--- config.mk ---
export PLATFORM = sky130hd
export DESIGN_NAME = adler32_wide
export DESIGN_NICKNAME = d
export VERILOG_FILES = /design/src/rtl/adler32_pkg.sv /design/src/rtl/adler32_mod_reduce.sv /design/src/rtl/adler32_wide.sv
export SDC_FILE = /design/constraint.sdc
export NUM_CORES = 1
export LEC_CHECK = 0
export CORE_MARGIN = 2
export CORE_UTILIZATION = 45
export DETAILED_ROUTE_END_ITERATION = 8
export DONT_BUFFER_PORTS = 1
export SYNTH_ARGS = -nofsm -noshare
export SYNTH_HDL_FRONTEND = slang
export SYNTH_HIERARCHICAL = 1
export SYNTH_SLANG_ARGS = --single-unit
--- constraint.sdc ---
create_clock -name clock -period 13.5 [get_ports clock]
set_input_delay 3.375 -clock clock [delete_from_list [all_inputs] [get_ports clock]]
set_output_delay 3.375 -clock clock [all_outputs]
set_load 0.02 [all_outputs]
--- src/rtl/adler32_pkg.sv ---
// Shared constants and helpers for the wide Adler-32 engine.
//
// Contents:
//   ADLER_MOD   - Adler-32 modulus (largest prime below 2^16).
//   ADLER_INIT  - checksum of an empty message, {B,A} = {0,1}.
//   MAX_BPB     - widest supported beat, in bytes.
//   K_W/S1_W/S2_W/SUM_W/RED_W - widths of the per-beat and accumulator terms.
//   popcount()  - number of set bits in a keep mask.
//   mod_once()  - single conditional subtract; reduces any 16-bit value below ADLER_MOD.
package adler32_pkg;

  localparam logic [15:0] ADLER_MOD  = 16'd65521;
  localparam logic [31:0] ADLER_INIT = 32'h0000_0001;

  localparam int unsigned MAX_BPB = 16;

  // Per-beat terms for a 16-byte beat:
  //   k  <= 16, S1 <= 16*255 = 4080, S2 <= 136*255 = 34680.
  localparam int unsigned K_W   = 5;
  localparam int unsigned S1_W  = 12;
  localparam int unsigned S2_W  = 16;
  localparam int unsigned SUM_W = 16;
  // Accumulator operands before reduction stay below 2^26.
  localparam int unsigned RED_W = 26;

  function automatic logic [K_W-1:0] popcount(input logic [MAX_BPB-1:0] v);
    logic [K_W-1:0] n;
    n = '0;
    for (int i = 0; i < MAX_BPB; i++) begin
      n = n + K_W'(v[i]);
    end
    return n;
  endfunction

  function automatic logic [SUM_W-1:0] mod_once(input logic [SUM_W-1:0] v);
    return (v >= ADLER_MOD) ? (v - ADLER_MOD) : v;
  endfunction

endpackage

--- src/rtl/adler32_mod_reduce.sv ---
// Combinational reducer: 26-bit operand -> value mod 65521, without a divider.
//
// Ports:
//   value   in  26  operand, any value below 2^26
//   result  out 16  value mod 65521
//
// Because 2^16 == 15 (mod 65521), the high part is folded back as hi*15 + lo.
// Two folds bring any 26-bit input below 65551, and a single conditional
// subtract finishes the reduction.
module adler32_mod_reduce
  import adler32_pkg::*;
(
  input  logic [RED_W-1:0] value,
  output logic [SUM_W-1:0] result
);

  logic [16:0] fold1;
  logic [16:0] fold2;

  always_comb begin
    // <= 65535 + 1023*15 = 80880
    fold1  = 17'(value[15:0]) + 17'(value[RED_W-1:16]) * 17'd15;
    // <= 65535, or <= 15344 + 15 when bit 16 was set
    fold2  = 17'(fold1[15:0]) + (fold1[16] ? 17'd15 : 17'd0);
    result = (fold2 >= 17'(ADLER_MOD)) ? SUM_W'(fold2 - 17'(ADLER_MOD)) : fold2[15:0];
  end

endmodule

--- src/rtl/adler32_wide.sv ---
// Streaming Adler-32 engine taking BYTES_PER_BEAT bytes per clock with a per-byte
// keep mask. Two pipeline stages, no backpressure, back-to-back messages.
//
// Parameters:
//   BYTES_PER_BEAT  bytes per beat (1..16); byte 0 = data[7:0] is earliest in stream
//
// Ports:
//   clock           in   1       rising-edge clock
//   rst             in   1       asynchronous active-high reset
//   data_valid      in   1       beat present (always accepted)
//   data            in   8*BPB   beat payload
//   data_keep       in   BPB     per-byte valid mask
//   last_data       in   1       final beat of message (qualified by data_valid)
//   seed_load       in   1       (ADLER32_SEED_EN only) load seed for next message
//   seed            in   32      (ADLER32_SEED_EN only) {B,A} starting value
//   checksum_valid  out  1       one-cycle pulse when a message completes
//   checksum        out  32      {B,A}; held until the next completion
//
// Configuration macro: ADLER32_SEED_EN adds seed_load/seed so a checksum can be
// resumed across segments. Without it every message starts at A=1, B=0.
//
// Stage 1 condenses a beat into k (kept bytes), S1 (sum of kept bytes) and
// S2 (sum of w_i*d_i, w_i = kept bytes at index >= i). Stage 2 folds them into
// the running sums: A' = A + S1, B' = B + k*A + S2, both mod 65521. This is
// exactly the byte-serial recurrence applied k times.
module adler32_wide
  import adler32_pkg::*;
#(
  parameter int unsigned BYTES_PER_BEAT = 4
) (
  input  logic                        clock,
  input  logic                        rst,
  input  logic                        data_valid,
  input  logic [8*BYTES_PER_BEAT-1:0] data,
  input  logic [BYTES_PER_BEAT-1:0]   data_keep,
  input  logic                        last_data,
`ifdef ADLER32_SEED_EN
  input  logic                        seed_load,
  input  logic [31:0]                 seed,
`endif
  output logic                        checksum_valid,
  output logic [31:0]                 checksum
);

  // ---------------------------------------------------------------------------
  // Stage 1: per-beat reduction
  // ---------------------------------------------------------------------------
  logic [K_W-1:0]  beat_k;
  logic [S1_W-1:0] beat_s1;
  logic [S2_W-1:0] beat_s2;
  logic [K_W-1:0]  lane_w;

  always_comb begin
    lane_w  = '0;
    beat_s1 = '0;
    beat_s2 = '0;
    // Walk from the latest byte back so lane_w counts kept bytes at index >= i.
    for (int i = int'(BYTES_PER_BEAT) - 1; i >= 0; i--) begin
      if (data_keep[i]) begin
        lane_w  = lane_w + K_W'(1);
        beat_s1 = beat_s1 + S1_W'(data[8*i +: 8]);
        beat_s2 = beat_s2 + S2_W'(lane_w) * S2_W'(data[8*i +: 8]);
      end
    end
    beat_k = popcount(MAX_BPB'(data_keep));
  end

  logic            s1_valid_q;
  logic            s1_last_q;
  logic [K_W-1:0]  k_q;
  logic [S1_W-1:0] s1_q;
  logic [S2_W-1:0] s2_q;

  always_ff @(posedge clock or posedge rst) begin
    if (rst) begin
      s1_valid_q <= 1'b0;
      s1_last_q  <= 1'b0;
      k_q        <= '0;
      s1_q       <= '0;
      s2_q       <= '0;
    end else begin
      s1_valid_q <= data_valid;
      s1_last_q  <= data_valid & last_data;
      if (data_valid) begin
        k_q  <= beat_k;
        s1_q <= beat_s1;
        s2_q <= beat_s2;
      end
    end
  end

  // ---------------------------------------------------------------------------
  // Stage 2: accumulate and reduce
  // ---------------------------------------------------------------------------
  logic [SUM_W-1:0] acc_a_q, acc_a_d;
  logic [SUM_W-1:0] acc_b_q, acc_b_d;
  logic [31:0]      checksum_q, checksum_d;
  logic             checksum_valid_q, checksum_valid_d;

  logic [RED_W-1:0] a_sum;
  logic [RED_W-1:0] b_sum;
  logic [SUM_W-1:0] a_next;
  logic [SUM_W-1:0] b_next;
  logic [SUM_W-1:0] start_a;
  logic [SUM_W-1:0] start_b;

  // A + S1 < 2^17; B + 16*A + S2 < 2^21; both well inside the reducer range.
  assign a_sum = RED_W'(acc_a_q) + RED_W'(s1_q);
  assign b_sum = RED_W'(acc_b_q) + RED_W'(k_q) * RED_W'(acc_a_q) + RED_W'(s2_q);

  adler32_mod_reduce u_reduce_a (
    .value  (a_sum),
    .result (a_next)
  );

  adler32_mod_reduce u_reduce_b (
    .value  (b_sum),
    .result (b_next)
  );

`ifdef ADLER32_SEED_EN
  logic             seed_pend_q, seed_pend_d;
  logic [SUM_W-1:0] seed_a_q, seed_a_d;
  logic [SUM_W-1:0] seed_b_q, seed_b_d;
  logic             in_msg_q, in_msg_d;
`endif

  always_comb begin
    acc_a_d          = acc_a_q;
    acc_b_d          = acc_b_q;
    checksum_d       = checksum_q;
    checksum_valid_d = 1'b0;
    start_a          = ADLER_INIT[15:0];
    start_b          = ADLER_INIT[31:16];

`ifdef ADLER32_SEED_EN
    seed_pend_d = seed_pend_q;
    seed_a_d    = seed_a_q;
    seed_b_d    = seed_b_q;
    in_msg_d    = in_msg_q;

    if (seed_pend_q) begin
      start_a = seed_a_q;
      start_b = seed_b_q;
    end
    // Between messages with stage 2 quiet: the seed lands in the accumulator now.
    if (seed_pend_q && !s1_valid_q && !in_msg_q) begin
      acc_a_d     = seed_a_q;
      acc_b_d     = seed_b_q;
      seed_pend_d = 1'b0;
    end
    if (s1_valid_q) begin
      in_msg_d = !s1_last_q;
      // A pending seed is consumed by the reload that follows a last beat.
      if (s1_last_q) begin
        seed_pend_d = 1'b0;
      end
    end
    if (seed_load) begin
      seed_pend_d = 1'b1;
      seed_a_d    = mod_once(seed[15:0]);
      seed_b_d    = mod_once(seed[31:16]);
    end
`endif

    if (s1_valid_q) begin
      if (s1_last_q) begin
        checksum_d       = {b_next, a_next};
        checksum_valid_d = 1'b1;
        acc_a_d          = start_a;
        acc_b_d          = start_b;
      end else begin
        acc_a_d = a_next;
        acc_b_d = b_next;
      end
    end
  end

  always_ff @(posedge clock or posedge rst) begin
    if (rst) begin
      acc_a_q          <= ADLER_INIT[15:0];
      acc_b_q          <= ADLER_INIT[31:16];
      checksum_q       <= ADLER_INIT;
      checksum_valid_q <= 1'b0;
    end else begin
      acc_a_q          <= acc_a_d;
      acc_b_q          <= acc_b_d;
      checksum_q       <= checksum_d;
      checksum_valid_q <= checksum_valid_d;
    end
  end

`ifdef ADLER32_SEED_EN
  always_ff @(posedge clock or posedge rst) begin
    if (rst) begin
      seed_pend_q <= 1'b0;
      seed_a_q    <= ADLER_INIT[15:0];
      seed_b_q    <= ADLER_INIT[31:16];
      in_msg_q    <= 1'b0;
    end else begin
      seed_pend_q <= seed_pend_d;
      seed_a_q    <= seed_a_d;
      seed_b_q    <= seed_b_d;
      in_msg_q    <= in_msg_d;
    end
  end
`endif

  assign checksum       = checksum_q;
  assign checksum_valid = checksum_valid_q;

endmodule

==> impl_metrics.env <==
export IMPL_outcome="complete, no violations"
export IMPL_cts_num_sinks=95
export IMPL_synthCells=2022
export IMPL_final_max_slew_viol_count=0
export IMPL_synth_cell_type_count=108
export IMPL_slew_limit_headroom_pct=25.7
export IMPL_wl_per_cell_um=16.3
export IMPL_ys_warn_count=6
export IMPL_crit_start="k_q[1]$_DFFE_PP0P_"
export IMPL_crit_reg2reg_capture="checksum[27]$_DFFE_PP0P_"
export IMPL_ys_seq_area_share_pct=13.9
export IMPL_hpwl_um=34700
export IMPL_area_growth_pct=5.30
export IMPL_slowest_stage="dfrtp_1"
export IMPL_whs_ns=0.531
export IMPL_io_buffers=0
export IMPL_synthAdderAreaFrac_pct=32.0
export IMPL_worstSetupPathType="register to register"
export IMPL_track_usage_pct=21.7
export IMPL_num_io_pins=73
export IMPL_synth_edf_count=0
export IMPL_tightest_slew_ns=1.10
export IMPL_max_freq_mhz=88.5
export IMPL_syn_area_um2=17100
export IMPL_ant_nets=0
export IMPL_yosys_area_top_type_share_pct=16.7
export IMPL_final_layout_size_suffix_gt1_share_pct=6.85
export IMPL_cts_buffer_depth=2
export IMPL_final_period_utilization_pct=83.7
export IMPL_rows=71
export IMPL_dr_first_iter_drc_count=625
export IMPL_finalHoldViolCount=0
export IMPL_grt_pass1_wl_um=68700
export IMPL_critical_path_endpoint="checksum[27]$_DFFE_PP0P_"
export IMPL_cts_buffers=9
export IMPL_root_buffer="clkbuf_16"
export IMPL_yosys_top_cells_count="376 x inv_1, 209 x ha_1, 142 x fa_1, 130 x nor2_1, 122 x nand2_1"
export IMPL_core_area_um2=37500
export IMPL_ys_seq_elements=95
export IMPL_synth_area_top_cells="fa_1 17%, ha_1 15%, dfrtp_1 14%"
export IMPL_max_stage_delay_ns=0.61
export IMPL_cts_tree="built"
export IMPL_final_nets=2416
export IMPL_num_vias=13500
export IMPL_grt_max_degree=66
export IMPL_initial_core_util_pct=45.5
export IMPL_place_gp_congestion=0.889
export IMPL_async_reset_ff_share_pct=100
export IMPL_die_width_um=199
export IMPL_fin_tns_setup_ns=0
export IMPL_worstReg2RegStart="k_q[1]$_DFFE_PP0P_"
export IMPL_period_minus_slack_ns=11.30
export IMPL_maxCapViolCount=0
export IMPL_arrival_ns=11.54
export IMPL_synth_simple_area_share_pct=16.9
export IMPL_drtPass1Iterations=7
export IMPL_synth_top_family_by_area="adder cells"
export IMPL_grt_setup_unrepaired="false"
export IMPL_r2r_slack_ns=2.20
export IMPL_finClkSkew_ns=0.00845
export IMPL_synth_main_ff_cell="dfrtp_1"
export IMPL_clk_pin_slew_ns=0.08
export IMPL_ctsHtreeMaxLevel=3
export IMPL_die_y_um=199
export IMPL_antenna_found_initial=0
export IMPL_synth_compound_area_share_pct=17.8
export IMPL_n_antenna_cell=0
export IMPL_die_area_um2=39500
export IMPL_cp_required_ns=13.74
export IMPL_drc=0
export IMPL_synthMuxAreaShare_pct=4.19
export IMPL_cp_max_fo=17
export IMPL_synth_xor_area_share_pct=5.42
export IMPL_cts_setup_buffers=0
export IMPL_setup_violations=0
export IMPL_cp_start_kind="register"
export IMPL_critPathCaptureType="register"
export IMPL_clk_latency_ns=0.35
export IMPL_cts_resized=0
export IMPL_drt_vias_per_instance=5.33
export IMPL_yosysMostFrequentCell="inv_1"
export IMPL_gr_total_overflow=0
export IMPL_syn_area_per_cell_um2=8.44
export IMPL_hold_path_class="register to register"
export IMPL_yosysTopAreaCell="fa_1"
export IMPL_r2r_cells=40
export IMPL_cts_hold_buffers=0
export IMPL_wirelength_um=41400
export IMPL_grt_pass1_vias=13500
worst min-delay path by stage:
stage	start	end	depth (start not counted)
after detailed placement	s2_q[7]$_DFFE_PP0P_	s2_q[7]$_DFFE_PP0P_	1
after CTS	s2_q[7]$_DFFE_PP0P_	s2_q[7]$_DFFE_PP0P_	1
after global placement	s1_q[4]$_DFFE_PP0P_	s1_q[4]$_DFFE_PP0P_	2
after floorplan	s1_q[10]$_DFFE_PP0P_	s1_q[10]$_DFFE_PP0P_	1
final	s1_q[10]$_DFFE_PP0P_	s1_q[10]$_DFFE_PP0P_	1
after global routing	s1_q[10]$_DFFE_PP0P_	s1_q[10]$_DFFE_PP0P_	1
kinds of logic (layout without fill, tap and decap cells):
| kind of cell | count (synthesis) | after routing |
|---|---|---|
| compound gates | 424 | 424 |
| simple gates | 546 | 546 |
| xor+xnor | 103 | 103 |
| other cells | 1 | 49 |
| fa+ha+maj | 351 | 351 |
| mux | 64 | 64 |
| flops | 95 | 95 |
| buf+inv | 438 | 398 |
critical path, delay by kind of cell, from the launching register on:
family | cells | cell delay, ns
AO/OA/AOI/OAI | 9 | 2.45
XOR/XNOR | 1 | 0.20
adder cells (fa/ha/maj) | 10 | 4.22
buffers and inverters | 6 | 0.40
flip-flops | 1 | 0.61
multiplexers | 1 | 0.27
AND/OR/NAND/NOR | 13 | 3.02
registers in the layout (all words and copies together), names as in the netlist:
register        cells
s1_valid_q          1
s1_last_q           1
acc_a_q            16
acc_b_q            16
checksum_valid      1
s2_q               14
k_q                 3
checksum           32
s1_q               11
placed cells by master, fill, tap and decap left out, drive strengths merged, types with 9 or more instances in the layout:
cell	count
a211oi	35
a21o	40
a21oi	79
a31oi	18
and2	70
and3	21
clkbuf	9
conb	49
dfrtp	93
fa	142
ha	209
inv	381
mux2	53
mux2i	11
nand2	124
nand2b	16
nand3	30
nand4	12
nor2	131
nor2b	42
nor3	27
nor3b	9
nor4	9
o211ai	10
o21a	22
o21ai	78
o22ai	33
o31ai	9
or2	18
or3	9
xnor2	66
xor2	37
per-layer routing:
metal / wire length (um) / track usage [%]
met5: 0 / 0
met4: 660 / 4.39
met2: 21000 / 39.6
met1: 18800 / 28.1
met3: 891 / 1.51
metrics by stage:
step	utilization (%)	setup WS (ns)	area, um2	instances
after floorplan	-	2.33	17200	2070
after global placement	47.1	2.05	17700	2525
after detailed placement	47.1	1.98	17700	2525
after CTS	47.9	2.23	18000	2541
after global routing	47.9	1.44	18000	2541
final	47.9	2.20	18000	2541
final cells by class:
class	count	area [um2]
Clock buffer	9	225
Clock inverter	7	67.6
Fill cell	3736	19500
Inverter	380	1430
Multi-Input combinational cell	1537	13200
Sequential cell	95	2380
Tap cell	511	639
Timing Repair Buffer	2	15.0
Power is not shown: default switching activity piles up to over one toggle a cycle in this logic, so the estimate is an artifact.
